--- src/rtl/regfile_wb_arbiter.sv ---
// Register-file write-back arbiter: ALU (priority) plus FIFO-buffered load unit, with pending-write scoreboard.
// Optional macro WB_BYPASS_EN lets a B result skip the empty FIFO when the ALU is idle.
module regfile_wb_arbiter #(
  parameter int WIDTH      = 32,
  parameter int DEPTH      = 32,
  parameter int FIFO_DEPTH = 4,
  parameter int AW         = $clog2(DEPTH)
) (
  input  logic             clk,
  input  logic             rst_n,
  input  logic             a_valid,
  input  logic [AW-1:0]    a_rd,
  input  logic [WIDTH-1:0] a_data,
  input  logic             b_valid,
  output logic             b_ready,
  input  logic [AW-1:0]    b_rd,
  input  logic [WIDTH-1:0] b_data,
  input  logic             iss_valid,
  input  logic [AW-1:0]    iss_rd,
  output logic             we,
  output logic [AW-1:0]    waddr,
  output logic [WIDTH-1:0] wdata,
  output logic [DEPTH-1:0] pending,
  output logic             fifo_full
);

  localparam int          PW       = $clog2(FIFO_DEPTH);
  localparam logic [PW:0] CNT_FULL = (PW+1)'(FIFO_DEPTH);

  logic [AW-1:0]    fifo_rd   [FIFO_DEPTH];
  logic [WIDTH-1:0] fifo_data [FIFO_DEPTH];
  logic [PW-1:0]    rd_ptr, wr_ptr;
  logic [PW:0]      count;

  logic             bypass, push, pop, sel;
  logic [AW-1:0]    sel_rd;
  logic [WIDTH-1:0] sel_data;
  logic [DEPTH-1:0] pend_nxt;

  // b_ready comes straight from the registered count, keeping it free of input paths.
  assign b_ready   = (count != CNT_FULL);
  assign fifo_full = ~b_ready;

`ifdef WB_BYPASS_EN
  assign bypass = b_valid && !a_valid && (count == '0);
`else
  assign bypass = 1'b0;
`endif

  assign push = b_valid && b_ready && !bypass;
  assign pop  = !a_valid && (count != '0);

  always_comb begin
    sel      = 1'b0;
    sel_rd   = '0;
    sel_data = '0;
    if (a_valid) begin
      sel      = 1'b1;
      sel_rd   = a_rd;
      sel_data = a_data;
    end else if (count != '0) begin
      sel      = 1'b1;
      sel_rd   = fifo_rd[rd_ptr];
      sel_data = fifo_data[rd_ptr];
    end else if (bypass) begin
      sel      = 1'b1;
      sel_rd   = b_rd;
      sel_data = b_data;
    end
  end

  always_ff @(posedge clk) begin
    if (push) begin
      fifo_rd[wr_ptr]   <= b_rd;
      fifo_data[wr_ptr] <= b_data;
    end
  end

  always_ff @(posedge clk) begin
    if (!rst_n) begin
      rd_ptr <= '0;
      wr_ptr <= '0;
      count  <= '0;
    end else begin
      if (push) wr_ptr <= wr_ptr + PW'(1);
      if (pop)  rd_ptr <= rd_ptr + PW'(1);
      case ({push, pop})
        2'b10:   count <= count + (PW+1)'(1);
        2'b01:   count <= count - (PW+1)'(1);
        default: count <= count;
      endcase
    end
  end

  // Set after clear so a re-issue to the register being written stays pending.
  always_comb begin
    pend_nxt = pending;
    if (we) pend_nxt[waddr] = 1'b0;
    if (iss_valid && (iss_rd != '0)) pend_nxt[iss_rd] = 1'b1;
    pend_nxt[0] = 1'b0;
  end

  always_ff @(posedge clk) begin
    if (!rst_n) begin
      we      <= 1'b0;
      waddr   <= '0;
      wdata   <= '0;
      pending <= '0;
    end else begin
      we      <= sel && (sel_rd != '0);
      pending <= pend_nxt;
      if (sel && (sel_rd != '0)) begin
        waddr <= sel_rd;
        wdata <= sel_data;
      end
    end
  end

endmodule

--- config.mk ---
export PLATFORM = sky130hd
export DESIGN_NAME = regfile_wb_arbiter
export DESIGN_NICKNAME = d
export VERILOG_FILES = /design/src/rtl/regfile_wb_arbiter.sv
export SDC_FILE = /design/constraint.sdc
export NUM_CORES = 1
export LEC_CHECK = 0
export ABC_AREA = 0
export BUFFER_PORTS_ARGS = -buffer_cell sky130_fd_sc_hd__buf_2
export CORE_MARGIN = 1
export CORE_UTILIZATION = 60
export CTS_BUF_LIST = sky130_fd_sc_hd__clkbuf_4 sky130_fd_sc_hd__clkbuf_8
export DETAILED_ROUTE_END_ITERATION = 8
export HOLD_SLACK_MARGIN = 0.02
export PLACE_DENSITY = 0.85
export RECOVER_POWER = 50
export SETUP_SLACK_MARGIN = 0.05
export SYNTH_ARGS = -nofsm -noshare
export SYNTH_HDL_FRONTEND = slang
export SYNTH_SLANG_ARGS = --single-unit
--- constraint.sdc ---
create_clock -name clk -period 3.9 [get_ports clk]
set_clock_uncertainty 0.15 [all_clocks]
set_input_delay 0.39 -clock clk [delete_from_list [all_inputs] [get_ports clk]]
set_output_delay 0.39 -clock clk [all_outputs]
set_load 0.005 [all_outputs]
; Word level (Yosys, flattened, before mapping)
; Memories as Yosys holds them, arrays and structs flattened. A register that Yosys moved wholly into a read port is not among the register bits.
; Index checks and enable logic that the tools add are counted.
[classes]
add_sub_neg = 4
mul = 0
div_mod_pow = 0
magnitude_cmp = 4
n_eq_ne = 3
shift = 0
muxes = 19
bitwise = 4
n_reduce_logical = 11
[op_table]
columns = operator, n
row1 = $mux 32, 4
row2 = $and 32x32->32, 1
row3 = $not 32->32, 1
row4 = $or 32x32->32, 1
row5 = $lt 5x6->1 const B, 2
row6 = $demux 1 s5, 2
row7 = $ge 5x1->1 const B, 2
row8 = $mux 5, 2
row9 = $reduce_bool 5->1, 2
row10 = $mux 2, 4
row11 = $logic_and 1x1->1, 6
row12 = $mux 1, 6
row13 = $pmux 3 s2, 1
row14 = $add 2x1->2 const B, 2
row15 = $add 3x1->3 const B, 1
row16 = $ne 3x3->1 const B, 1
row17 = $reduce_bool 3->1, 1
row18 = $sub 3x1->3 const B, 1
row19 = $eq 2x1->1 const B, 1
row20 = $eq 2x2->1 const B, 1
row21 = $reduce_bool 2->1, 1
row22 = $logic_not 1->1, 1
row23 = $not 1->1, 1
[totals]
ff_bits = 77
latch_bits = 0
ram_bits = 148
rom_bits = 0
inputBits = 84
out_inout_bits = 72
word_cells = 55
memories = 2
[mem_list]
columns = memory, depth, word_bits, read_ports, rd_ports_with_merged_regs, write_ports, line
row1 = fifo_data, 4, 32, 1, 1, 1, 31  ; logic [WIDTH-1:0] fifo_data [FIFO_DEPTH];
row2 = fifo_rd, 4, 5, 1, 1, 1, 30  ; logic [AW-1:0] fifo_rd [FIFO_DEPTH];

; Depth between registers and ports, before layout
; Gate-level depths: netlist (run 1).
[depth]
depth_word = 9
mapped_depth = 10
ltp_nobuf = 10

; Least setup slack after synthesis (run 1)
; No wires, ideal clock.
[synth_path]
path_kind = input port to flip-flop
start = input port a_valid
end = register count[2]
setup_ns = 0.070
t_arrival_ns = 2.274
required_time_ns = 3.680
slack_ns = 1.406
cell_stages = 9
n_path_buf = 2
cell_sequence = clkbuf_1 > nor2_1 > clkbuf_1 > ha_1 > inv_1 > fa_1 > xor2_1 > or3_1 > a21oi_1
[synth_between]
elab_chain_cells = 4
elab_cells_between_ends = 6
cone_classes = 2 x eq/ne / 1 x mux / 3 x reduce/logical
[synth_lines]
columns = item, line
row1 = from (decl), 11  ; input logic a_valid,
row2 = $logic_not 1->1 (*), 51  ; assign pop = !a_valid && (count != '0);
row3 = $logic_and 1x1->1 (*), 51
row4 = named net pop, 35  ; logic bypass, push, pop, sel;
row5 = $eq 2x1->1 / $eq 2x2->1 (equally long branches), 87  ; case ({push, pop})
row6 = $pmux 3 s2 / $reduce_bool 2->1 (equally long branches), n/a
row7 = to (signal assigned), 88  ; 2'b10: count <= count + (PW+1)'(1);
row8 = to (signal assigned), 89  ; 2'b01: count <= count - (PW+1)'(1);
row9 = to (signal assigned), 90  ; default: count <= count;
row10 = to (decl), 33  ; logic [PW:0] count;
; Mark *: on every way through the listed nets, which the timed path passes. The rest lies on a longest branch.
; A chain may end at the register's enable or synchronous reset.

==> metrics.txt, run 1 <==
nets@finish=approximately 900; post-synthesis cell type count=a little over 40; via/cell ratio=~5.9; Gate Count Post-Synth=between 600 and 700; Critical Path Max Stage Delay=0.57 ns; I/O pin total=~160; Fill cells=roughly 940; number of synthesized register bits=226; Data arrival, critical path=roughly 3.2 ns; Starting Density=between 60% and 70%; WP data required=around 4.2 ns; Storage cell area=between 6000 and 7000 sq um; Setup Crit Path Kind=flip-flop to flip-flop; Synth Flop Type=edfxtp_1; Die Height=around 120 microns; clk sinks=around 230; Slew @ Worst Pin=~1.1 ns; power per standard cell area=585.1 nW/um^2; clk_lat worst skew=about 0.51 ns; Remaining Overflow, GRT=0; CTS max path bufs=3; Worst slew margin=between 20% and 30%; largest net degree at the start of global routing=67; Post-synth EDFFs=around 150; max_cap viols=0; CTS tree=done; Worst Path Max Fanout=24; DR WL/cell=20.22 microns; die width=between 100 and 150 microns; core area=around 15,000 sq um; Internal=approximately 4500 uW; gpl congestion=between 0.8 and 0.9; Post-CTS Setup Bufs=0; DRT Wirelength=between 20 and 25 mm; sequential area share after synthesis=roughly 67%; final hold violation count=0; fin util=around three quarters; Avg Cell Area, Syn=around 14 sq um; CTS Buf Count=35; CTS Hold Bufs=38; cells resized by post-CTS repair=0; setup TNS=0 ns; Hold Crit Class=input port to flip-flop; Pins Over Slew Limit=0; GRT Total Usage=27.93%; Sw Ratio=about 28%; HPWL Detailed=~13 mm; htree depth=2; status=finished, final reports clean; # setup viols final=0; Worst Setup End Kind=flip-flop; synthesized cell area=around 9000 sq um; Flop pwr share=48.3%; Max IR drop VDD=approximately 0.00042 V; DRT antenna net count=0; die area=~15,000 sq um; detailed router's first-iteration violation count=roughly 500; min Tclk post-route=2.878 ns; Residual DRC=0; DRT Pass-1 Iters=6; Rows=44; area of the multi-input gates=2721 sq um; global-route wire length before repair=about 32 mm; final cycle utilization of the critical path=about three quarters; Clock transition at path regs=~0.060 ns; slowest stage cell, crit path=mux4_2; clock root buffer=clkbuf_8; commonest non-fill, non-tap cell in the layout=edfxtp_1; Startpoint Class=flip-flop; Logic pwr share=about 22%; Cell Chain, Critical Path=mux4_2 -> or3_1 -> a21oi_2 -> o21a_2 -> buf_12 -> mux2i_1; Max Freq=about 350 MHz; most frequent cells in the layout=edfxtp_1 (148), nand2_1 (108), clkbuf_1 (81), dfxtp_1 (76), buf_2 (73); Area Growth Syn to Fin=20.20%; RSZ-0062 raised after global routing=false; Clock Power Share=between 30% and 40%; initial antenna violation count=0; P_leak=~0.0038 uW; via count=roughly 6,000; layout cells sized above 1=~22%; Synth Warn #=0; Syn Nets=about 720; vias in the first global route=6,208; net switching power=approximately 1800 uW; Post-synth ARST share=0%; PortBufs=around 150
## cell families after synthesis
kind of cell    share of synthesized area, %
flops                                  67.07
simple gates                           7.909
mux                                    12.83
fa+ha+maj                             0.9222
xor+xnor                              0.4891
buf+inv                                2.697
other cells                          0.04188
compound gates                         8.048
## per-stage QoR
step                      worst slack, ns  total power (uW)  hold slack [ns]  instances  instance area [sq um]
after floorplan                     1.406              4018           0.3044        628                   8955
after global routing               0.8453              6571           0.1301       1034                  10760
after detailed placement           0.9699              4426           0.3072        935                   9818
after CTS                          0.9885              6331           0.1082       1034                  10860
final                               1.022              6298           0.1358       1035                  10760
after global placement              1.122              4347           0.2924        935                   9818
## power groups by stage
| stage | combinational, uW | sequential (uW) | clock [uW] |
|---|---|---|---|
| 2_1_floorplan | 1020 | 3000 | 0 |
| 3_3_place_gp | 1280 | 3060 | 0 |
| 3_5_place_dp | 1340 | 3090 | 0 |
| 4_1_cts | 1380 | 3040 | 1910 |
| 5_1_grt | 1480 | 3080 | 2020 |
| 6_report | 1360 | 3040 | 1900 |
## state kept, by name (all words and copies together) (netlist names), named ones only
name / count
wr_ptr: 2
pending: 31
fifo_rd: 20
count: 3
we: 1
rd_ptr: 2
waddr: 5
fifo_data: 128
wdata: 32
## Yosys cell counts, types with 2 or more instances
cell,number,area (sq um)
nand3b_1,5,37.54
buf_6,2,22.52
a31o_2,2,17.52
and3b_1,2,17.52
nand2_1,108,405.4
nand3_1,7,35.03
and3_1,6,37.54
a22oi_1,3,22.52
mux4_2,35,788.3
dfxtp_1,78,1562
o21ai_0,34,170.2
inv_1,7,26.28
clkbuf_1,23,86.33
or3b_2,3,26.28
mux2i_1,36,360.4
nor3b_1,4,30.03
xor2_1,3,26.28
nor3_1,2,10.01
buf_1,4,15.01
buf_2,4,20.02
a22o_1,32,280.3
buf_12,3,60.06
edfxtp_1,148,4444
a21oi_1,38,190.2
ha_1,5,62.56
xnor2_1,2,17.52
or3_1,3,18.77
nand2b_1,3,18.77
nor2_1,14,52.55
## per-layer routing
| layer | GRT usage, % | wire length (microns) |
|---|---|---|
| met2 | 47.96 | 10560 |
| met4 | 11.90 | 620 |
| met3 | 7.234 | 1887 |
| met5 | 0 | 0 |
| met1 | 33.28 | 7859 |
## worst max-delay path, delay by kind of cell (launching register included)
| family | cells | cell delay, ns |
|---|---|---|
| AOI/OAI and AO/OA | 2 | 0.61 |
| buffers and inverters | 1 | 0.26 |
| DFF | 1 | 0.53 |
| muxes | 2 | 0.80 |
| and+or+nand+nor | 1 | 0.41 |
## cell type report
type                            count  area share [%]
Inverter                            8          0.2790
Sequential cell                   226           55.82
Clock buffer                       48           5.614
Antenna cell                        1         0.02325
Timing Repair Buffer              198           10.29
Tap cell                          184           2.139
Multi-Input combinational cell    357           25.28
Clock inverter                     13          0.5579
## path summary, 6_finish.rpt
| check | start | to | slack, ns | cells past startpoint |
|---|---|---|---|---|
| setup / recovery | flip-flop | wdata[7] | 1.02 | 6 |
| setup reg to reg | flip-flop | wdata[7] | 1.02 | 6 |
| hold reg to reg | wdata[11] | wdata[11] | 0.31 | 2 |
| hold / removal | a_data[26] | wdata[26] | 0.14 | 4 |
(Power assumes the default switching activity.)
==> run 2, diff against run 1 <==
ABC_AREA = 1   (was 0)
CORE_UTILIZATION = 53   (was 60)
PLACE_DENSITY = 0.79   (was 0.85)
clock period = 2.59 ns   (was 3.9 ns; I/O delays follow)
==> run 2 against run 1 <==
Net effect: sequential share of layout area down 4.8 points; maximum frequency up 32%; clock-buffer cell count rose by 3; hold slack worse by 0.070 ns; setup slack got worse by 0.61 ns; global-route usage is 1.6 points lower; synthesized cell count is 50% higher; largest power group unchanged.
==> metrics.txt, run 2 <==
Compound-Gate Fraction of Synth Area=12.74% (was 8.048%); post-synthesis cell type count=29 (was 41); Gate Count Post-Synth=942 (was 628); Commonest cells post-synth=nand2_1 (150), edfxtp_1 (148), nor2_1 (112) (was edfxtp_1 (148), nand2_1 (108), dfxtp_1 (78)); I/O pin total=156 (unchanged); nets@finish=1,266 (was 916); Remaining Overflow, GRT=0 (unchanged); Data arrival, critical path=2.49 ns (was 3.16 ns); Synth Warn #=0 (unchanged); power per standard cell area=868.3 nW/um^2 (was 585.1 nW/um^2); worst setup path endpoint=wdata[9] (was wdata[7]); Residual DRC=0 (unchanged); area share of xor/xnor cells in the synthesized design=0% (was 0.4890%); Post-synth ARST share=0% (unchanged); min Tclk post-route=2.181 ns (was 2.878 ns); Total Power=10,220 uW (was 6298 uW); Starting Density=54.17% (was 61.61%); P_leak=0.004722 uW (was 0.003780 uW); die width=135.0 microns (was 124.2 microns); Startpoint Class=flip-flop (unchanged); Simple-Gate Fraction of Synth Area=15.08% (was 7.908%); sequential area share after synthesis=64.10% (was 67.07%); Post-Layout Inst Area=11,770 sq um (was 10,760 sq um); Avg Cell Area, Syn=9.946 sq um (was 14.26 sq um); Slew @ Worst Pin=0.9626 ns (was 1.097 ns); Hold Crit Class=input port to flip-flop (unchanged); via count=7,762 (was 6,113); Yosys top cell area share=47.44% (was 49.63%); Hold WS=0.06553 ns (was 0.1358 ns); Top reg by flops=fifo_data (unchanged); most frequent cell after synthesis=nand2_1 (was edfxtp_1); largest family of logic cells by synthesized area=simple AND/OR/NAND/NOR gates (was multiplexers); Synth Flop Type=edfxtp_1 (unchanged); Post-synth EDFFs=148 (unchanged); layout cells sized above 1=14.31% (was 21.65%); Pins Over Slew Limit=0 (unchanged); # setup viols final=0 (unchanged); adder-cell share of the synthesized area=0.8814% (was 0.9222%); clk sinks=226 (unchanged); synthesized cell area=9369 sq um (was 8955 sq um); worst reg2reg path startpoint=count[0]; HPWL Detailed=14.20 mm (was 12.71 mm); status=finished, final reports clean (unchanged); max_cap viols=0 (unchanged); worst r2r dst=wdata[9] (was wdata[7]); htree depth=2 (unchanged); Worst slew margin=35.76% (was 26.73%); clk_lat worst skew=0.52 ns (was 0.51 ns); synth top area cells=edfxtp_1 (47%), dfxtp_1 (17%), nand2_1 (6.0%) (was edfxtp_1 (50%), dfxtp_1 (17%), mux4_2 (8.8%)); CTS Buf Count=36 (was 35); Setup Crit Path Kind=flip-flop to flip-flop (unchanged); via/cell ratio=5.439 (was 5.906); Area Growth Syn to Fin=25.67% (was 20.20%); GRT Total Usage=26.32% (was 27.93%); Worst Setup End Kind=flip-flop (unchanged); final hold violation count=0 (unchanged); DRT Wirelength=23.83 mm (was 20.93 mm); detailed router's first-iteration violation count=637 (was 497); dpl ws=0.4625 ns (was 0.9699 ns); fin worst setup slack=0.4091 ns (was 1.022 ns); Worst Path Max Fanout=37 (was 24); Die Height=135.0 microns (was 124.2 microns); Worst Reg-to-Reg Cells=10 (was 6); largest net degree at the start of global routing=65 (was 67); final cycle utilization of the critical path=84.20% (was 73.79%); RSZ-0062 raised after global routing=false (unchanged); WP data required=2.90 ns (was 4.18 ns); Max Freq=458.5 MHz (was 347.5 MHz); DRT antenna net count=0 (unchanged); Crit. Startpoint=count[0]; number of flip-flops in the largest register=128 (unchanged); core area=17,300 sq um (was 14,530 sq um); Largest regs=fifo_data x128, wdata x32, pending x31 (unchanged); Syn Nets=1,032 (was 718); # diodes=0 (was 1); initial antenna violation count=0 (unchanged); Clock transition at path regs=0.07 ns (was 0.06 ns); Max IR drop VDD=0.0005440 V (was 0.0004199 V); mux share of post-synthesis cell area=0% (was 12.83%); global-route wire length before repair=37.28 mm (was 31.73 mm); commonest non-fill, non-tap cell in the layout=nand2_1 (was edfxtp_1); die area=18,210 sq um (was 15,420 sq um); Post-CTS Setup Bufs=0 (unchanged); clock root buffer=clkbuf_8 (unchanged); setup TNS=0 ns (unchanged); DRT Pass-1 Iters=5 (was 6); area leader, netlist=edfxtp_1 (unchanged); PortBufs=154 (unchanged); Rows=48 (was 44); WHS Path Cells=5 (was 4); most frequent cells in the layout=nand2_1 (150), edfxtp_1 (148), inv_1 (110), nor2_1 (108), o21ai_0 (101) (was edfxtp_1 (148), nand2_1 (108), clkbuf_1 (81), dfxtp_1 (76), buf_2 (73)); vias in the first global route=7,464 (was 6,208); CTS tree=done (unchanged); Area after DPL=10,420 sq um (was 9818 sq um); CTS max path bufs=3 (unchanged); DR WL/cell=16.70 microns (was 20.22 microns); gpl congestion=0.9195 (was 0.8492); number of synthesized register bits=226 (unchanged); flop2flop setup slack=0.41 ns (was 1.02 ns)
==> run 2: cell count changes in the layout (fill, tap and decap cells not counted), sizes merged, moves of 34 or more <==
cell / previous run / this run
dlygate4sd3: 38 / 73
nand4: 0 / 34
mux4: 35 / 0
mux2i: 36 / 0
o21ai: 34 / 102
nor2: 14 / 114
inv: 8 / 113
nand2: 108 / 150
==> run 2: worst min path at each step <==
stage                start               to  slack, ns
6_report         iss_rd[1]       pending[8]       0.07
5_1_grt          iss_rd[1]       pending[8]       0.06
4_1_cts          iss_rd[1]       pending[8]       0.05
3_5_place_dp   pending[19]      pending[19]       0.31
3_3_place_gp   pending[11]      pending[11]       0.30
2_1_floorplan    b_data[0]  fifo_data[0][0]       0.21
==> run 2: repair_timing <==
action	CTS	global route
resized for setup	0	0
endpoints found under the setup margin	0	0
endpoints found under the hold margin	207	0
hold buffers	73	0
==> run 2: metal layers <==
| metal | wire, microns | part of all wire [%] | GRT usage [%] | vias up |
|---|---|---|---|---|
| met5 | 0 | 0 | 0 | - |
| met3 | 1823 | 7.7 | 5.631 | 78 |
| met1 | 9662 | 41 | 33.73 | 3603 |
| li1 | - | - | - | 3704 |
| met2 | 11530 | 48 | 43.16 | 377 |
| met4 | 810 | 3.4 | 11.49 | 0 |
==> run 2: final cells by class <==
class	instances	area (sq um)
flip-flops and latches	226	6007
inverters	113	424.2
clock inverters	13	88.84
well taps	225	281.5
repair buffers	248	1615
clock buffers	51	626.9
multi-input cells	551	2730
fillers	1268	5523
==> run 2: per-stage QoR <==
| stage | instances | util (%) |
|---|---|---|
| 2_1_floorplan | 942 | - |
| 3_3_place_gp | 1290 | 60.25 |
| 3_5_place_dp | 1290 | 60.25 |
| 4_1_cts | 1427 | 68.61 |
| 5_1_grt | 1427 | 68.07 |
| 6_report | 1427 | 68.07 |
==> run 2: report_power, final <==
part | leakage [uW] | switching (uW) | total (uW) | internal (uW)
logic | 0.00235 | 1790 | 2690 | 900
clock network | 0.000377 | 1350 | 3010 | 1660
registers | 0.00200 | 235 | 4530 | 4290
==> run 2: cells by family after synthesis <==
family                     after synthesis
and+or+nand+nor                        334
DFF                                    226
AOI/OAI and AO/OA                      210
buffers and inverters                  165
adders and majority gates                6
other                                    1
==> run 2: worst max-delay path: stages, from the launching register on <==
cell,delay [ns]
dfxtp_1,0.31
nor2_1,0.25
a21oi_4,0.10
buf_4,0.19
nand3_1,0.07
nand2_1,0.12
nor2_4,0.18
nand3_4,0.37
nand2_1,0.21
inv_1,0.07
nor2_1,0.11
==> run 3, diff against run 2 <==
CORE_UTILIZATION = 58   (was 53)
PLACE_DENSITY = 0.82   (was 0.79)
clock period = 2.2 ns   (was 2.59 ns; I/O delays follow)
==> run 3 against run 2 <==
Net effect: combinational power grew 22%; clock-buffer cell count rose by 9; hold slack lost 0.012 ns; global-route usage grew 3.8 points; highest routed layer unchanged.
==> metrics.txt, run 3 (synthesized netlist as in run 2, its figures left out) <==
die area=16,670 sq um (was 18,210 sq um); CP delay by family, top=simple AND/OR/NAND/NOR gates (unchanged); Remaining Overflow, GRT=0 (unchanged); Clock transition at path regs=0.06 ns (was 0.07 ns); P_leak=0.004775 uW (was 0.004722 uW); DRT antenna net count=0 (unchanged); Hold EP=count[0] (was pending[8]); Worst Reg-to-Reg Cells=11 (was 10); WHS Path Cells=4 (was 5); number of flip-flops in the largest register=128 (unchanged); slowest stage cell, crit path=dfxtp_2 (was nand3_4); flop2flop setup slack=0.21 ns (was 0.41 ns); Startpoint Class=flip-flop (unchanged); Pins Over Slew Limit=0 (unchanged); final cycle utilization of the critical path=90.51% (was 84.20%); PortBufs=154 (unchanged); Data arrival, critical path=2.30 ns (was 2.49 ns); min Tclk post-route=1.991 ns (was 2.181 ns); Area Growth Syn to Fin=27.32% (was 25.67%); Hold WS=0.05356 ns (was 0.06553 ns); GRT Total Usage=30.12% (was 26.32%); commonest non-fill, non-tap cell in the layout=nand2_1 (unchanged); via/cell ratio=5.519 (was 5.439); Largest regs=fifo_data x128, wdata x32, pending x31 (unchanged); WP data required=2.51 ns (was 2.90 ns); DR WL/cell=17.32 microns (was 16.70 microns); Max IR drop VDD=0.0006300 V (was 0.0005440 V); Rows=46 (was 48); DRT Wirelength=24.87 mm (was 23.83 mm); Starting Density=59.19% (was 54.17%); DRT Pass-1 Iters=5 (unchanged); WP buf/inv=2 (unchanged); cell mode on critical path=nand2_1; die width=129.1 microns (was 135.0 microns); Hold Crit Class=input port to flip-flop (unchanged); nets@finish=1,282 (was 1,266); clk sinks=226 (unchanged); placed insts=1,290 (unchanged); max_cap viols=0 (unchanged); Cell Chain, Critical Path=inv_2 -> nand2_1 -> nand3_1 -> nand2_1 -> nand2_1 -> nand2_1 -> nor2_4 -> nand3_4 -> nand2_1 -> inv_1 -> nor2_1 (was nor2_1 -> a21oi_4 -> buf_4 -> nand3_1 -> nand2_1 -> nor2_4 -> nand3_4 -> nand2_1 -> inv_1 -> nor2_1); Die Height=129.1 microns (was 135.0 microns); CTS max path bufs=3 (unchanged); Hold Crit Start=b_valid (was iss_rd[1]); final non-filler cell total=1,436 (was 1,427); CTS Buf Count=37 (was 36); via count=7,925 (was 7,762); most frequent cells in the layout=nand2_1 (150), edfxtp_1 (148), inv_1 (110), nor2_1 (107), o21ai_0 (99) (was nand2_1 (150), edfxtp_1 (148), inv_1 (110), nor2_1 (108), o21ai_0 (101)); power per standard cell area=1029 nW/um^2 (was 868.3 nW/um^2); htree depth=2 (unchanged); final hold violation count=0 (unchanged); Max Freq=502.2 MHz (was 458.5 MHz); CTS tree=done (unchanged); Worst Path Max Fanout=19 (was 37); Slew @ Worst Pin=0.6297 ns (was 0.9626 ns); Setup Crit Path Kind=flip-flop to flip-flop (unchanged); worst r2r dst=wdata[15] (was wdata[9]); Top reg by flops=fifo_data (unchanged); Critical Path Max Stage Delay=0.33 ns (was 0.37 ns); core area=15,830 sq um (was 17,300 sq um); detailed router's first-iteration violation count=796 (was 637); Residual DRC=0 (unchanged); largest net degree at the start of global routing=57 (was 65); HPWL Detailed=14.28 mm (was 14.20 mm); I/O pin total=156 (unchanged); clock root buffer=clkbuf_8 (unchanged); status=finished, final reports clean (unchanged); # diodes=0 (unchanged); Worst Setup End Kind=flip-flop (unchanged); vias in the first global route=7,812 (was 7,464); RSZ-0062 raised after global routing=true (was false); global-route wire length before repair=38.01 mm (was 37.28 mm); Worst slew margin=57.86% (was 35.76%); gpl congestion=0.8663 (was 0.9195); # setup viols final=0 (unchanged); initial antenna violation count=1 (was 0); layout cells sized above 1=14.75% (was 14.31%); clk_lat worst skew=0.55 ns (was 0.52 ns)
## run 3: cell count changes in the layout (fill, tap and decap cells not counted), sizes merged
cell and change:
clkinv -4, clkinvlp -1, bufinv -1, buf -1
dlygate4sd3 +4, nand3 +1, clkbuf +20
## run 3: worst max-delay path by stage
stage	from	to	slack, ns	depth (start not counted)
5_1_grt	flip-flop	wdata[15]	0.05	11
4_1_cts	flip-flop	wdata[15]	0.09	10
3_3_place_gp	count[1]	count[2]	0.20	9
3_5_place_dp	count[0]	count[2]	0.13	10
2_1_floorplan	count[1]	fifo_data[0][0]	-0.05	4
6_report	flip-flop	wdata[15]	0.21	11
## run 3: worst reg2reg max path: cells and delay by family, from the launching register on
family | cells | cell delay [ns]
flops | 1 | 0.33
simple gates | 9 | 1.20
buf+inv | 2 | 0.25
## run 3: layer usage
layer | wire length, microns | global-route usage [%] | part of all wire, % | vias to the layer above
li1 | - | - | - | 3732
met1 | 9836 | 37.38 | 40 | 3731
met2 | 12440 | 52.15 | 50 | 398
met3 | 1905 | 5.037 | 7.7 | 64
met4 | 686 | 13.43 | 2.8 | 0
met5 | 0 | 0 | 0 | -
## run 3: final cells by class
| cell class | count | area [sq um] |
|---|---|---|
| fillers | 1096 | 3899 |
| repair buffers | 262 | 1722 |
| inverters | 113 | 424.2 |
| well taps | 216 | 270.3 |
| flip-flops and latches | 226 | 6008 |
| clock inverters | 7 | 33.78 |
| multi-input cells | 552 | 2758 |
| clock buffers | 60 | 713.2 |
## run 3: power by group
part | total, uW | switching, uW | internal [uW]
clock network | 3690 | 1640 | 2050
logic | 3280 | 2150 | 1130
registers | 5310 | 254 | 5050
## run 3: what timing repair did
action	4_1_cts	5_1_grt
gates resized for setup	0	6
buffers inserted	0	1
hold buffers	77	0
endpoints found under the hold margin	214	0
endpoints found under the setup margin	0	39
## run 3: metrics by stage
stage	setup WS, ns	TNS (ns)	util [%]	power, uW	cell area, sq um
2_1_floorplan	-0.05291	-7.831	-	7390	9394
3_3_place_gp	0.2046	0	66.21	8335	10480
6_report	0.2089	0	75.37	12270	11930
5_1_grt	0.04527	0	75.37	12900	11930
4_1_cts	0.09222	0	75.80	12190	12000
3_5_place_dp	0.1335	0	66.21	8447	10480
